[src/rtl/fetch_sequencer_pkg.sv]
// Shared types and constants for the fetch sequencer block.
package fetch_seq_pkg;

  typedef enum logic [2:0] {
    BOOT  = 3'd0,
    RUN   = 3'd1,
    STALL = 3'd2,
    FLUSH = 3'd3,
    HALT  = 3'd4
  } seqState_t;

  localparam int FLUSH_CNT_W = 4;

endpackage

[src/rtl/fetch_sequencer_if.sv]
// Control bundle between the hazard/branch logic and the fetch stage.
// With FETCH_SEQ_PERF_EN defined, the bundle also carries the two perf counters.
interface fetch_sequencer_if #(
  parameter int PC_WIDTH = 32
);

  logic                stall;
  logic                branchTaken;
  logic [PC_WIDTH-1:0] branchTarget;
  logic                haltDetected;
  logic                resume;
  logic                fetchEnable;
  logic                pcSelector;
  logic [PC_WIDTH-1:0] newPC;
  logic                flushIFID;
  logic                halted;
  logic [2:0]          state;
`ifdef FETCH_SEQ_PERF_EN
  logic [31:0]         stallCount;
  logic [31:0]         flushCount;

  modport master (
    output stall, branchTaken, branchTarget, haltDetected, resume,
    input  fetchEnable, pcSelector, newPC, flushIFID, halted, state,
    input  stallCount, flushCount
  );

  modport slave (
    input  stall, branchTaken, branchTarget, haltDetected, resume,
    output fetchEnable, pcSelector, newPC, flushIFID, halted, state,
    output stallCount, flushCount
  );
`else
  modport master (
    output stall, branchTaken, branchTarget, haltDetected, resume,
    input  fetchEnable, pcSelector, newPC, flushIFID, halted, state
  );

  modport slave (
    input  stall, branchTaken, branchTarget, haltDetected, resume,
    output fetchEnable, pcSelector, newPC, flushIFID, halted, state
  );
`endif

endinterface

[src/rtl/fetch_sequencer_sat_counter.sv]
// Saturating up-counter used for the fetch sequencer perf counters.
module sat_counter #(
  parameter int WIDTH = 32
) (
  input  logic             clock,
  input  logic             reset,
  input  logic             inc,
  output logic [WIDTH-1:0] count
);

  // Count qualifying cycles, sticking at all-ones once reached.
  always_ff @(posedge clock or negedge reset) begin
    if (!reset) begin
      count <= '0;
    end else if (inc && (count != '1)) begin
      count <= count + WIDTH'(1);
    end
  end

endmodule

[src/rtl/fetch_sequencer.sv]
// Fetch-stage control FSM: boot from the reset vector, stalls, branch
// redirects with a timed IF/ID flush window, and halt/resume.
// Optional perf counters are built when FETCH_SEQ_PERF_EN is defined.
module fetch_sequencer
  import fetch_seq_pkg::*;
#(
  parameter int                  PC_WIDTH     = 32,
  parameter logic [PC_WIDTH-1:0] RESET_VECTOR = '0,
  parameter int                  FLUSH_CYCLES = 2
) (
  input  logic              clock,
  input  logic              reset,
  fetch_sequencer_if.slave  bus
);

  localparam logic [FLUSH_CNT_W-1:0] FLUSH_LOAD = FLUSH_CNT_W'(FLUSH_CYCLES - 1);
  localparam seqState_t REDIRECT_STATE = (FLUSH_CYCLES > 1) ? FLUSH : RUN;

  seqState_t               stateReg;
  seqState_t               stateNext;
  logic [FLUSH_CNT_W-1:0]  flushCnt;
  logic [FLUSH_CNT_W-1:0]  flushCntNext;
  logic [PC_WIDTH-1:0]     pcHold;
  logic [PC_WIDTH-1:0]     pcNext;
  logic                    fetchEn;
  logic                    pcSel;
  logic                    flushOut;
  logic                    haltOut;

  // State, flush counter and redirect-address hold; reset drops any pending flush.
  always_ff @(posedge clock or negedge reset) begin
    if (!reset) begin
      stateReg <= BOOT;
      flushCnt <= '0;
      pcHold   <= RESET_VECTOR;
    end else begin
      stateReg <= stateNext;
      flushCnt <= flushCntNext;
      pcHold   <= pcNext;
    end
  end

  // Next-state and output decode from current state plus this cycle's inputs.
  always_comb begin
    stateNext    = stateReg;
    flushCntNext = flushCnt;
    pcNext       = pcHold;
    fetchEn      = 1'b0;
    pcSel        = 1'b0;
    flushOut     = 1'b0;
    haltOut      = 1'b0;
    case (stateReg)
      BOOT: begin
        fetchEn   = reset;
        pcSel     = 1'b1;
        flushOut  = 1'b1;
        pcNext    = RESET_VECTOR;
        stateNext = RUN;
      end
      RUN, STALL: begin
        if (bus.branchTaken) begin
          fetchEn      = 1'b1;
          pcSel        = 1'b1;
          flushOut     = 1'b1;
          pcNext       = bus.branchTarget;
          flushCntNext = FLUSH_LOAD;
          stateNext    = REDIRECT_STATE;
        end else if (bus.haltDetected) begin
          flushOut  = 1'b1;
          stateNext = HALT;
        end else if (bus.stall) begin
          stateNext = STALL;
        end else if (stateReg == RUN) begin
          fetchEn = 1'b1;
        end else begin
          stateNext = RUN;
        end
      end
      FLUSH: begin
        fetchEn  = !bus.stall;
        flushOut = 1'b1;
        if (flushCnt <= FLUSH_CNT_W'(1)) begin
          flushCntNext = '0;
          stateNext    = RUN;
        end else begin
          flushCntNext = flushCnt - FLUSH_CNT_W'(1);
        end
      end
      HALT: begin
        haltOut = 1'b1;
        if (bus.resume) begin
          stateNext = RUN;
        end
      end
      default: begin
        stateNext = BOOT;
      end
    endcase
  end

  assign bus.fetchEnable = fetchEn;
  assign bus.pcSelector  = pcSel;
  assign bus.newPC       = pcNext;
  assign bus.flushIFID   = flushOut;
  assign bus.halted      = haltOut;
  assign bus.state       = stateReg;

`ifdef FETCH_SEQ_PERF_EN
  logic stallInc;
  logic flushInc;

  assign stallInc = (stateReg == STALL) && !fetchEn;
  assign flushInc = ((stateReg == RUN) || (stateReg == FLUSH)) && flushOut;

  sat_counter #(.WIDTH(32)) uStallCount (
    .clock (clock),
    .reset (reset),
    .inc   (stallInc),
    .count (bus.stallCount)
  );

  sat_counter #(.WIDTH(32)) uFlushCount (
    .clock (clock),
    .reset (reset),
    .inc   (flushInc),
    .count (bus.flushCount)
  );
`endif

endmodule

[src/flat_wrapper.sv]
// flat-port wrapper written by rule: the top's interface ports become plain ports
module fetch_sequencer_flat import fetch_seq_pkg::*;
#(
  parameter int                  PC_WIDTH     = 32,
  parameter logic [PC_WIDTH-1:0] RESET_VECTOR = '0,
  parameter int                  FLUSH_CYCLES = 2
)
  (clock, reset, bus_stall, bus_branchTaken, bus_branchTarget, bus_haltDetected, bus_resume, bus_fetchEnable, bus_pcSelector, bus_newPC, bus_flushIFID, bus_halted, bus_state);
  fetch_sequencer_if #(.PC_WIDTH(PC_WIDTH)) bus_i ();
  input  logic clock;
  input  logic reset;
  input wire logic [$bits(bus_i.stall)-1:0] bus_stall;
  input wire logic [$bits(bus_i.branchTaken)-1:0] bus_branchTaken;
  input wire logic [$bits(bus_i.branchTarget)-1:0] bus_branchTarget;
  input wire logic [$bits(bus_i.haltDetected)-1:0] bus_haltDetected;
  input wire logic [$bits(bus_i.resume)-1:0] bus_resume;
  output wire logic [$bits(bus_i.fetchEnable)-1:0] bus_fetchEnable;
  output wire logic [$bits(bus_i.pcSelector)-1:0] bus_pcSelector;
  output wire logic [$bits(bus_i.newPC)-1:0] bus_newPC;
  output wire logic [$bits(bus_i.flushIFID)-1:0] bus_flushIFID;
  output wire logic [$bits(bus_i.halted)-1:0] bus_halted;
  output wire logic [$bits(bus_i.state)-1:0] bus_state;
  assign bus_i.stall = bus_stall;
  assign bus_i.branchTaken = bus_branchTaken;
  assign bus_i.branchTarget = bus_branchTarget;
  assign bus_i.haltDetected = bus_haltDetected;
  assign bus_i.resume = bus_resume;
  assign bus_fetchEnable = bus_i.fetchEnable;
  assign bus_pcSelector = bus_i.pcSelector;
  assign bus_newPC = bus_i.newPC;
  assign bus_flushIFID = bus_i.flushIFID;
  assign bus_halted = bus_i.halted;
  assign bus_state = bus_i.state;
  fetch_sequencer #(.PC_WIDTH(PC_WIDTH), .RESET_VECTOR(RESET_VECTOR), .FLUSH_CYCLES(FLUSH_CYCLES)) u_core (.clock(clock), .reset(reset), .bus(bus_i));
endmodule
[config.mk]
export PLATFORM = sky130hd
export DESIGN_NAME = fetch_sequencer_flat
export DESIGN_NICKNAME = d
export VERILOG_FILES = /design/src/rtl/fetch_sequencer_pkg.sv /design/src/rtl/fetch_sequencer_if.sv /design/src/rtl/fetch_sequencer_sat_counter.sv /design/src/rtl/fetch_sequencer.sv /design/src/flat_wrapper.sv
export SDC_FILE = /design/constraint.sdc
export NUM_CORES = 1
export LEC_CHECK = 0
export ABC_AREA = 1
export CAP_MARGIN = 20
export CORE_UTILIZATION = 39
export DETAILED_ROUTE_END_ITERATION = 7
export PLACE_DENSITY = 0.76
export SLEW_MARGIN = 20
export SYNTH_ARGS = -nofsm -noshare
export SYNTH_HDL_FRONTEND = slang
export SYNTH_SLANG_ARGS = --single-unit
[constraint.sdc]
create_clock -name clock -period 1.4 [get_ports clock]
set_input_delay 0.28 -clock clock [delete_from_list [all_inputs] [get_ports clock]]
set_output_delay 0.28 -clock clock [all_outputs]
set_load 0.005 [all_outputs]
== Word level (Yosys, flattened, before mapping) ==
Index checks and enable logic that the tools add are counted.
Word-level totals
  register bits after elaboration: 39
  latch bits: 0
  bits in writable memories: 0
  memory bits (read-only): 0
  input port bits: 38
  output and inout bits: 39
  word-level logic and storage cells: 43
  memories: 0
Operators by class
  add/sub/neg operators: 1
  multipliers: 0
  div/mod/pow operators: 0
  $lt $le $gt $ge: 1
  equal/unequal tests: 8
  shifts and indexed selects: 0
  muxes and demuxes: 23
  bitwise logic cells: 0
  reductions and logical operators: 7
Operator list (count)
  one-hot mux 32 bit (2 select lines): 1
  2-to-1 mux 32 bit: 1
  2-to-1 mux 3 bit: 6
  one-hot mux 3 bit (4 select lines): 1
  2-to-1 mux 1 bit: 8
  2-to-1 mux 4 bit: 2
  one-hot mux 4 bit (2 select lines): 1
  equality test 3 x 2 -> 1 bit (second input constant): 2
  inequality test 5 bit (second input constant): 1
  <= comparator 4 x 1 -> 1 bit (second input constant): 1
  inequality test 2 bit (second input constant): 2
  one-hot mux 1 bit (2 select lines): 2
  OR reduction 2 bit: 2
  subtractor 4 x 1 -> 4 bit (second input constant): 1
  equality test 3 x 1 -> 1 bit (second input constant): 1
  equality test 3 bit (second input constant): 1
  zero test 3 bit: 1
  one-hot mux 1 bit (3 select lines): 1
  AND reduction 3 bit: 1
  inequality test 2 x 1 -> 1 bit (second input constant): 1
  AND reduction 2 bit: 1
  nonzero test 2 bit: 1
  zero test 1 bit: 1

== Depth between registers and ports, before layout ==
Gate-level depths: netlist of the first run.
  depth in word-level cells: 6
  mapped depth: 9
  mapped depth without buffers: 9

== Worst setup path before layout of the first run ==
OpenSTA, ideal clock, no wires.
  path type: register to output
  from: register u_core.stateReg[0] (netlist: u_core.bus.state[0])
  to: output bus_newPC[30]
  data arrival time: 1.102 ns
  required time: 1.120 ns
  slack: 0.018 ns
  stages on the path, launching flop included: 6
  path through: dfrtp_1 nand2_4 nand2_4 a21oi_4 buf_6 o21ai_1
Between the ends
  cells in the longest elaborated chain, start to end: 3
Ends and longest elaborated chain
  start, declared: RTL line fetch_sequencer.sv:19  | seqState_t stateReg;
  start signal, assigned: RTL line fetch_sequencer.sv:37  | stateReg <= stateNext;
  equality test 3 x 2 -> 1 bit / equality test 3 x 1 -> 1 bit (equally long branches): RTL line fetch_sequencer.sv:52  | case (stateReg)
  OR reduction 2 bit: RTL line fetch_sequencer.sv:52
  one-hot mux 32 bit (2 select lines) *: RTL line fetch_sequencer.sv:52
  end, declared: RTL line flat_wrapper.sv:19  | output wire logic [$bits(bus_i.newPC)-1:0] bus_newPC;
Every way passes the cells marked *; elsewhere a longest branch is shown, timed or not.

== Worst setup path after layout of the first run ==
  from: register u_core.stateReg[1] (netlist: u_core.bus.state[1])
  to: output bus_fetchEnable
Between the ends
  cells in the longest elaborated chain, start to end: 6
Ends and longest elaborated chain
  equality test 3 x 1 -> 1 bit: RTL line fetch_sequencer.sv:52, fetch_sequencer.sv:73
  2-to-1 mux 1 bit: RTL line fetch_sequencer.sv:73  | end else if (stateReg == RUN) begin
  2-to-1 mux 1 bit: RTL line fetch_sequencer.sv:71  | end else if (bus.stall) begin
  2-to-1 mux 1 bit: RTL line fetch_sequencer.sv:68  | end else if (bus.haltDetected) begin
  2-to-1 mux 1 bit: RTL line fetch_sequencer.sv:61  | if (bus.branchTaken) begin
  one-hot mux 1 bit (3 select lines) *: RTL line fetch_sequencer.sv:52
  end, declared: RTL line flat_wrapper.sv:17  | output wire logic [$bits(bus_i.fetchEnable)-1:0] bus_fetchEnable;
Marked as above.

==> results of run 1 <==
## final cells by class
cell class / count / area (um^2)
clock inverter: 1 / 5.00
inverter: 44 / 165
multi-input combinational: 117 / 880
tap: 67 / 83.8
clock buffer: 7 / 76.3
sequential: 39 / 978
timing repair buffer: 139 / 1250
fill: 364 / 1320
## routing by layer
metal	share of wire	routed length (um)
met1	0.42	2470
met2	0.52	3060
met3	0.041	241
met4	0.025	150
met5	0	0
## synthesized netlist by cell type (2+ instances only)
cell type,instances
inv_1,43
nand3_1,41
dfrtp_1,39
nand2_1,21
o21ai_2,21
buf_6,8
o21ai_1,8
nor2_1,5
o21ai_0,5
a31oi_1,2
ha_1,2
nand2_4,2
## sequential cells by signal, summed over array words and instances, names as in the netlist
| signal | cells |
|---|---|
| u_core.flushCnt | 4 |
| u_core.pcHold | 32 |
| u_core.bus.state | 3 |
## how the worst max path moves through the flow
stage,startpoint,endpoint,cells past startpoint
5_1_grt,u_core.bus.state[0],bus_newPC[20],7
2_1_floorplan,u_core.bus.state[0],bus_newPC[30],5
3_5_place_dp,bus_branchTaken,bus_newPC[15],6
6_report,u_core.bus.state[1],bus_fetchEnable,8
3_3_place_gp,bus_branchTaken,bus_newPC[0],6
4_1_cts,u_core.bus.state[1],bus_newPC[5],6
## per-stage QoR
stage          worst slack, ps  TNS, ps  utilization
2_1_floorplan             18.1        0            -
3_3_place_gp              -717   -27790        0.619
3_5_place_dp              -742   -28640        0.619
4_1_cts                   -755   -21930        0.674
5_1_grt                   -650   -23820        0.723
6_report                  -626   -20710        0.723
## logic make-up (layout without fill, tap and decap cells)
group | Yosys count | count (layout)
simple gates | 75 | 75
buf+inv | 54 | 191
compound gates | 39 | 39
flops | 39 | 39
fa+ha+maj | 2 | 2
xor+xnor | 1 | 1
## repair_timing
| action | in CTS | in global routing |
|---|---|---|
| pin swaps | 1 | 6 |
| gates resized for setup | 88 | 109 |
| cloned | 1 | 2 |
| hold buffers | 0 | 0 |
| endpoints found under the setup margin | 40 | 66 |
| buffers inserted | 17 | 27 |
## power groups by stage
| stage | Clock [mW] | Sequential [mW] | Combinational [mW] |
|---|---|---|---|
| floorplan | 0 | 1.74 | 1.96 |
| global placement | 0 | 1.75 | 3.95 |
| detailed placement | 0 | 1.78 | 4.01 |
| CTS | 0.762 | 1.77 | 4.44 |
| global route | 0.807 | 1.84 | 5.91 |
| finish | 0.738 | 1.79 | 5.52 |
==> results summary, run 1 <==
The flow ran to the end, but the final reports show violations. The final reports fail on setup timing. After clock tree synthesis, the clock-pin slew on the worst setup and hold paths is 80 ps. The final RePlAce weighted congestion is 0.792. The cell row count came out at 25.

For this run, global-route usage on met2 was measured as 0.370. The library cells used most frequently in the layout, excluding fill and tap cells, are inv_1, nand3_1, dfrtp_1. The width of the die is 72.7 um. The net count of the finished layout is 386. The total power came out at 8.05 mW. The share of cell area taken by muxes after synthesis is 0.

The number of iterations in the first detailed-routing pass is 4. The repair_antennas step left the layout with diodes totalling 0. The maximum clock path buffer count is 2.

The power spent charging and discharging nets came out at 3.15 mW. The synthesized-area fraction occupied by xor and xnor cells is 0.00449. The signed area change from the synthesized netlist to the final layout came out at 76.0%. Setup repair after global routing could not meet its margin everywhere. The power density over the cells is 2340 nW/um^2. The period utilization came out at 1.45. The net count of the mapped netlist came out at 250.

The initial core utilization is 0.411. The compound-cell area share of the yosys netlist came out at 0.150. The total of endpoints with negative setup slack in the final report came out at 48.

The fraction of registers with async set or reset after synthesis is 1.00. The floorplan die area is 5290 um^2. The library cell used most frequently in the layout, excluding fill and tap cells, is inv_1. The highest-delay cell along the critical path is dfrtp_2. The number of clock sinks came out at 39.

The number of vias per cell after detailed routing came out at 4.74. The critical path class is reg -> out. In the global route stage, met3 resource usage came out at 0.0442. The post-detailed-routing wire length is 5920 um.

Of the post-synthesis cell area, the dominant cell type holds 0.500. In this run the worst path has a maximum fanout of 5. TritonCTS built the clock tree. The post-route non-filler standard cell count is 414.

The core outline area came out at 4750 um^2. By instance count, the cell type seen most on the critical path is buf_4. Among cell families on the critical path, the largest total delay comes from buffers and inverters. The post-detailed-placement half-perimeter wirelength is 3270 um. The count of buffers added on input and output ports is 76. Counting I/O delays and the setup requirement, the final critical path takes 2030 ps. For this run the aggregate overflow at the end of global routing stands at 0. The detail route stage leaves a number of antenna-violating nets equal to 0. The synthesized netlist occupies a cell area of 1950 um^2. Counting flops with a built-in enable in the synthesized netlist gives 0. The part of the power in registers came out at 0.223. The detailed router finished its first iteration with 91 violations. The slack of the critical path is -626 ps. After synthesis, the largest family of logic cells by area is simple AND/OR/NAND/NOR gates. The number of global-route vias before repair came to 1890.

The beginning of the worst register-to-register path is u_core.bus.state[0]. The class of the most critical hold timing path is in -> async. Walking the worst path, the cells encountered are inv_2 > buf_4 > buf_4 > buf_4 > buf_4 > a31oi_1 > o21bai_1 > buf_2. Data on the critical path arrives at its endpoint at 1750 ps. The critical register-to-register path endpoint is u_core.pcHold[17].

Yosys attributes the largest share of cell area to dfrtp_1, nand3_1, o21ai_2. The finished cells cover 3440 um^2. The overall global routing resource usage is 0.213.

The fraction of final layout cells sized beyond drive strength 1 is 0.452. STA puts the critical path data required time at 1120 ps. The tightest hold margin is 56.7 ps.

The total of flip-flops plus latches after synthesis is 39. In the synthesized netlist the dominant register cell turns out to be dfrtp_1. The source-to-sink clock delay at the later pin of the worst-skew pair is 290 ps. The portion of total power attributed to the clock network came out at 0.092.

The cell count after synthesis came out at 210. The worst setup path is captured at an output pin. The pin count of the biggest net entering global routing came out at 40.

The final routed DRC violation total is 0. Across the VDD grid, the largest voltage drop is 1.21 mV. The per-cell routed wire length is 14.3 um.

Of the total power, the share spent switching nets is 0.391. The number of warnings reported in the yosys synthesis log is 0. The cell depth of the worst flop-to-flop path is 8. The worst pin sits at a relative slew slack of 0.664.

STA classifies the critical path startpoint as a register. The cell leakage power is 1.70 nW. The final-report hold violation count is 0. The critical path's largest stage delay came out at 470 ps.

The number of levels the H-tree was split into is 2. In the global route stage, met1 resource usage came out at 0.248. Of the total synthesized cell area, the portion taken by full adders, half adders and majority gates is 0.0128. The maximum clock frequency is 0.494 GHz. The basic-gate share of the synthesized area counting and, or, nand and nor cells is 0.196. The die height came out at 72.7 um. Of the total power, combinational logic draws 0.686. The max-cap violation count came out at 0. For this block, the via count after detailed routing is 1962. Once placement finished, the instance area stood at 2940 um^2. The clock tree skew after final layout is 4.87 ps.

For this run, the register share of the synthesized area comes to 0.500. The total buffers and inverters traversed by the critical path is 6. The initial antenna violation count came to 0. met2 is the most crowded layer. The synthesized area per cell is 9.29 um^2. The wire length of the first global-routing pass is 8490 um. The count of pins on the block boundary is 77. The worst reg-to-reg setup slack is -250 ps. The cell internal power dissipation came out at 4.90 mW. Summed over all instances, the cell type with the most area after synthesis is dfrtp_1. For the pin with the worst max-slew slack, the measured transition is 504 ps. The total count of max-transition violations in the final report is 0. After detailed placement, the design holds a cell count of 370. The distinct cell type count of the synthesized netlist came out at 25.

The total CTS buffers came out at 5. The library cell used as clock root buffer is clkbuf_8.
Power figures use the tool's default switching activity.
==> run 2, diff against run 1 <==
CTS_CLUSTER_DIAMETER = 50   (was not set)
SKIP_CTS_REPAIR_TIMING = 1   (was not set)
==> run 2 against run 1 <==
  * Utilization down 2.4 points
  * Final cell count is 2.7% lower
  * Clock power hardly changed
  * Register-to-register slack better by 90 ps
  * Wire length down 7.4%
  * The run still ends with setup timing left
==> results summary, run 2 (synthesized netlist as in run 1, its figures left out) <==
77 I/O pins were placed. The critical path is of the reg -> out type. The number of clock sinks is 39.

The die covers 5290 um^2. The clock period minus final worst setup slack came out at 1980 ps. The routed via count is 1899. The clock-pin transition on the worst setup and hold timing paths came out at 70 ps. Of the available clock period, the critical path in the final layout requires 1.42. The core outline area came out at 4750 um^2. The fraction of final layout cells sized beyond drive strength 1 is 0.470. The signed area change from the synthesized netlist to the final layout came out at 70.3%. The library cell used as clock root buffer is clkbuf_8. The multi-input combinational cells in the finished layout cover a total of 882 um^2. The top cell types in the final layout, fill and taps aside, are inv_1, clkdlybuf4s50_1, dfrtp_1. The initial core utilization came out at 0.411.

The routed design has 5480 um of wire. The number of nets in the layout is 375. The initial antenna violation count came out at 0. The worst setup path is launched from a register.

The number of iterations in the first detailed-routing pass is 4. The CTS tree is yes. The flow ran to the end, but the final reports show violations. The number of DRC markers after the initial detailed-route iteration came out at 82. Counting the fill cells in the layout gives 386.

The remaining global-route overflow came out at 0. Data on the critical path arrives at its endpoint at 1700 ps. The clock tree skew after final layout came out at 3.11 ps. The cell leakage power came out at 1.66 nW. The overall global routing resource usage is 0.190. The die height is 72.7 um.

The final routed DRC violation total came out at 0. The antenna diode count is 0. The post-route setup TNS came out at -19550 ps. The number of levels the H-tree was split into came out at 2. The number of vias per cell after detailed routing came out at 4.71.

The wire length of the first global-routing pass came out at 7650 um. The cell row count is 25. The normalized max-slew margin came out at 0.664. The detail route stage leaves a number of antenna-violating nets equal to 0. The maximum vdd ir drop came out at 1.27 mV. The max-cap violation count came out at 0. The worst setup path is captured at an output pin.

Setup repair after global routing could not meet its margin everywhere. The post-detailed-placement half-perimeter wirelength is 3270 um. The library cell used most frequently in the layout, excluding fill and tap cells, is inv_1. The total count of max-transition violations in the final report came out at 0.

Buffers inserted during clock tree synthesis total 5. The pin count of the biggest net entering global routing came out at 40. The power density over the cells came out at 2280 nW/um^2. The source-to-sink clock delay at the later pin of the worst-skew pair is 290 ps. Setup slack on the critical path of the routed design comes to -584 ps.

The register cell area after layout came out at 978 um^2. The final RePlAce weighted congestion is 0.792. The maximum clock path buffer count came out at 2. The pin slew with the least headroom to its limit came out at 504 ps.

The width of the die is 72.7 um. Setup violations remaining at the end of the flow were counted as 54. The flip-flop count of the largest register after layout is 32. In this run the tool buffered the top-level ports with 76 buffer cells.

The per-cell routed wire length is 13.6 um. Across all hold checks on the routed design, the worst slack comes to 60.1 ps. The path class of the tightest hold or removal check is in -> async.

The final reports fail on setup timing. The register with the most flip-flops is u_core.pcHold. The final-report hold violation count came out at 0. The critical-path maximum fanout is 8.

The number of global-route vias before repair came out at 1779. The maximum clock frequency came out at 0.504 GHz. The data required time of the critical path came out at 1120 ps.
## run 2: changes by cell type in the layout (fill, tap and decap cells not counted), sizes merged
| cell | delta |
|---|---|
| dlygate4sd2 | -2 |
| clkbuf | -8 |
| dlymetal6s2s | +1 |
| buf | -2 |
| clkdlybuf4s50 | +1 |
| clkdlybuf4s15 | -1 |
## run 2: where the power goes
part           leakage [nW]  internal, mW  switching, mW
clock network        0.0422         0.350          0.387
logic                  1.12          2.72           2.34
registers             0.500          1.57          0.219
total                  1.66          4.64           2.95
## run 2: final cells by class
class / count / area share
Sequential cell: 39 / 0.294
Timing Repair Buffer: 128 / 0.341
Inverter: 44 / 0.0497
Clock buffer: 7 / 0.0230
Multi-Input combinational cell: 117 / 0.265
Clock inverter: 1 / 0.00151
Tap cell: 67 / 0.0252
## run 2: final timing paths
path / startpoint / to / slack, ps / cells after the start
min in group clock: u_core.pcHold[16] / u_core.pcHold[16] / 520 / 2
setup / recovery: u_core.bus.state[1] / bus_newPC[17] / -580 / 8
max in group asynchronous: reset / u_core.bus.state[1] / 980 / 2
hold / removal: reset / u_core.bus.state[2] / 60 / 2
setup reg to reg: u_core.bus.state[1] / u_core.pcHold[11] / -160 / 8
hold reg to reg: u_core.pcHold[16] / u_core.pcHold[16] / 520 / 2
## run 2: layer usage
metal	global-route usage	part of all wire
met2	0.330	0.52
met1	0.211	0.41
met3	0.0511	0.044
met4	0.100	0.017
met5	0	0
## run 2: worst max-delay path, stage by stage, from the launching register on
cell and delay [ps]:
dfrtp_2 480, nand2_4 110, nand2_4 90, nor2_8 160, buf_6 120, clkbuf_16 150, nand3_1 90, o21ai_2 90
buf_2 130
## run 2: stage by stage
stage                     utilization  total power, mW  instance area (um^2)  instances  worst slack [ps]
after floorplan                     -             3.70                  1950        210              18.1
after global placement          0.619             5.70                  2940        370              -717
after detailed placement        0.619             5.78                  2940        370              -742
after CTS                       0.636             6.56                  3020        378              -909
after global routing            0.699             8.09                  3320        403              -650
final                           0.699             7.58                  3320        403              -584
==> run 3, diff against run 2 <==
CTS_CLUSTER_DIAMETER = 40   (was 50)
CTS_CLUSTER_SIZE = 25   (was not set)
SKIP_LAST_GASP = 1   (was not set)
==> run 3 against run 2 <==
  * The run still ends with setup timing left
  * Non-clock buffer count unchanged
  * Largest cell class unchanged
  * First-iteration DRC count grew 13%
  * Sequential share of layout area grew 0.089 points
  * Die area did not move
  * Critical endpoint unchanged
  * Global-route usage did not move
==> results summary, run 3 (synthesized netlist as in run 1, its figures left out) <==
The run finished, with violations left. The checks that failed: setup timing. The fraction of final layout cells sized beyond drive strength 1 is 0.464. The count of input and output buffers came out at 76. The data required time of the critical path came out at 1120 ps. Summed over all cells, the static leakage comes to 1.66 nW.

In the routed layout, each cell is associated on average with a via count of 4.71. The placed standard-cell area is 2940 um^2. The wire length of the first global-routing pass is 7650 um. The final-report hold violation count came out at 0. The power spent charging and discharging nets is 2.93 mW. Across all register-to-register paths, the minimum setup slack is -160 ps. The count of pins on the block boundary came out at 77. The number of global-route vias before repair is 1779. The number of DRC markers after the initial detailed-route iteration came out at 93. The period utilization came out at 1.42. The antenna diode count is 0. Relative to the synthesized area, the layout overhead comes to 69.7%. The min-delay analysis places its worst path in the category in -> async.

The clock-pin transition on the worst setup and hold timing paths came out at 70 ps. The clock tree skew after final layout came out at 3.12 ps. The maximum vdd ir drop came out at 1.26 mV. The portion of total power attributed to the clock network is 0.097.

The total count of max-transition violations in the final report is 0. The die is 72.7 um tall. The critical-path maximum fanout came out at 8. After routing the design area is 3310 um^2.

Setup violations remaining at the end of the flow were counted as 54. The post-route non-filler standard cell count came out at 403. The number of nets in the layout came out at 375. The per-cell routed wire length came out at 13.6 um.

The pin count of the biggest net entering global routing came out at 40. At the pin with the least slew margin, the transition time is 500 ps. The number of levels the H-tree was split into came out at 2.

In the layout the commonest cells are inv_1, clkdlybuf4s50_1, dfrtp_1. The number of clock sinks came out at 39. STA classifies the critical path startpoint as a register. The core outline area came out at 4750 um^2. The final routed DRC violation total came out at 0. Among the stages of the critical path, the cell type that occurs most often is nand2_4. In this design, the stage delay of the slowest critical-path cell is 480 ps. For this configuration, the core starts out at a cell density of 0.411. Of the total power, the share spent switching nets is 0.388. Summed over all nets, the half-perimeter wirelength after detailed placement is 3270 um. STA classifies the critical path endpoint as an output pin. The count of nets left with antenna violations once routing finished came out at 0. The combinational group share of total power came out at 0.666. The source-to-sink clock delay at the later pin of the worst-skew pair is 290 ps. The setup slack after placement came out at -742 ps. The tree is rooted in a clkbuf_8. STA puts the critical path data arrival time at 1700 ps. Counting tap cells, the placed design contains a total of 370 instances. The flip-flop count of the largest register after layout is 32.

The part of the power in registers is 0.236. The largest individual stage delay along the critical path comes from the cell dfrtp_2. The register with the most flip-flops is u_core.pcHold. The remaining global-route overflow came out at 0. The signal on the critical path passes through nand2_4 > nand2_4 > nor2_8 > buf_6 > clkbuf_16 > nand3_1 > o21ai_2 > buf_2. TritonCTS built the clock tree. The cell row count came out at 25. The total CTS buffers came out at 5. The slack of the critical path is -584 ps. For this run, the total global-route usage over all layers was measured as 0.190. At the end of the flow the core is filled with cells to 0.697. The post-detailed-routing wire length came out at 5470 um.

The floorplan die area is 5290 um^2. The initial antenna violation count is 0. The max-cap violation count came out at 0. The routed via count is 1899. The final RePlAce weighted congestion is 0.792. The first detailed-routing pass took 4 iterations. Measured against its own limit, the worst slew margin works out to 0.666. By startpoint and endpoint, the worst setup path is classified as reg -> out. Setup repair after global routing could not meet its margin everywhere.

Subtracting the final worst setup slack from the clock period gives 1980 ps. The maximum clock frequency came out at 0.504 GHz. The total power came out at 7.57 mW. Leaving out fill and tap cells, the most frequent cell in the layout is inv_1. The tightest hold margin is 59.8 ps. The post-route setup TNS is -19560 ps. The width of the die is 72.7 um. For this design the ratio of total power to cell area is 2280 nW/um^2.

Cell internal power was estimated by the tool at 4.63 mW. The clock passes through at most 2 buffers.
==> run 3: per-layer routing <==
| metal | track usage | up-vias | part of all wire |
|---|---|---|---|
| met5 | 0 | - | 0 |
| met4 | 0.100 | 0 | 0.017 |
| met3 | 0.0511 | 8 | 0.053 |
| met2 | 0.330 | 61 | 0.53 |
| met1 | 0.211 | 909 | 0.41 |
| li1 | - | 921 | - |
==> run 3: layout make-up <==
cell class,count,area (um^2)
Sequential cell,39,978
Inverter,44,165
Multi-Input combinational cell,117,872
Fill cell,389,1440
Tap cell,67,83.8
Clock inverter,1,5.00
Timing Repair Buffer,128,1130
Clock buffer,7,76.3
==> run 3: critical path: cells and delay by family (launching register included) <==
kind	cells	cell delay [ps]
buffers and inverters	3	400
AND/OR/NAND/NOR	4	450
flip-flops	1	480
AO/OA/AOI/OAI	1	90
==> run 3: power by group through the flow <==
stage | registers (mW) | logic [mW] | clock network [mW]
after global placement | 1.75 | 3.95 | 0
final | 1.79 | 5.04 | 0.737
after global routing | 1.83 | 5.44 | 0.807
after floorplan | 1.74 | 1.96 | 0
after detailed placement | 1.78 | 4.01 | 0
after CTS | 1.76 | 4.04 | 0.762
==> run 3: worst paths after layout <==
kind,start,endpoint,cells past startpoint
worst max-delay path,u_core.bus.state[1],bus_newPC[17],8
worst min-delay path,reset,u_core.bus.state[2],2
worst max register to register,u_core.bus.state[1],u_core.pcHold[11],8
worst min register to register,u_core.pcHold[16],u_core.pcHold[16],2
max in group asynchronous,reset,u_core.bus.state[1],2
min in group clock,u_core.pcHold[16],u_core.pcHold[16],2
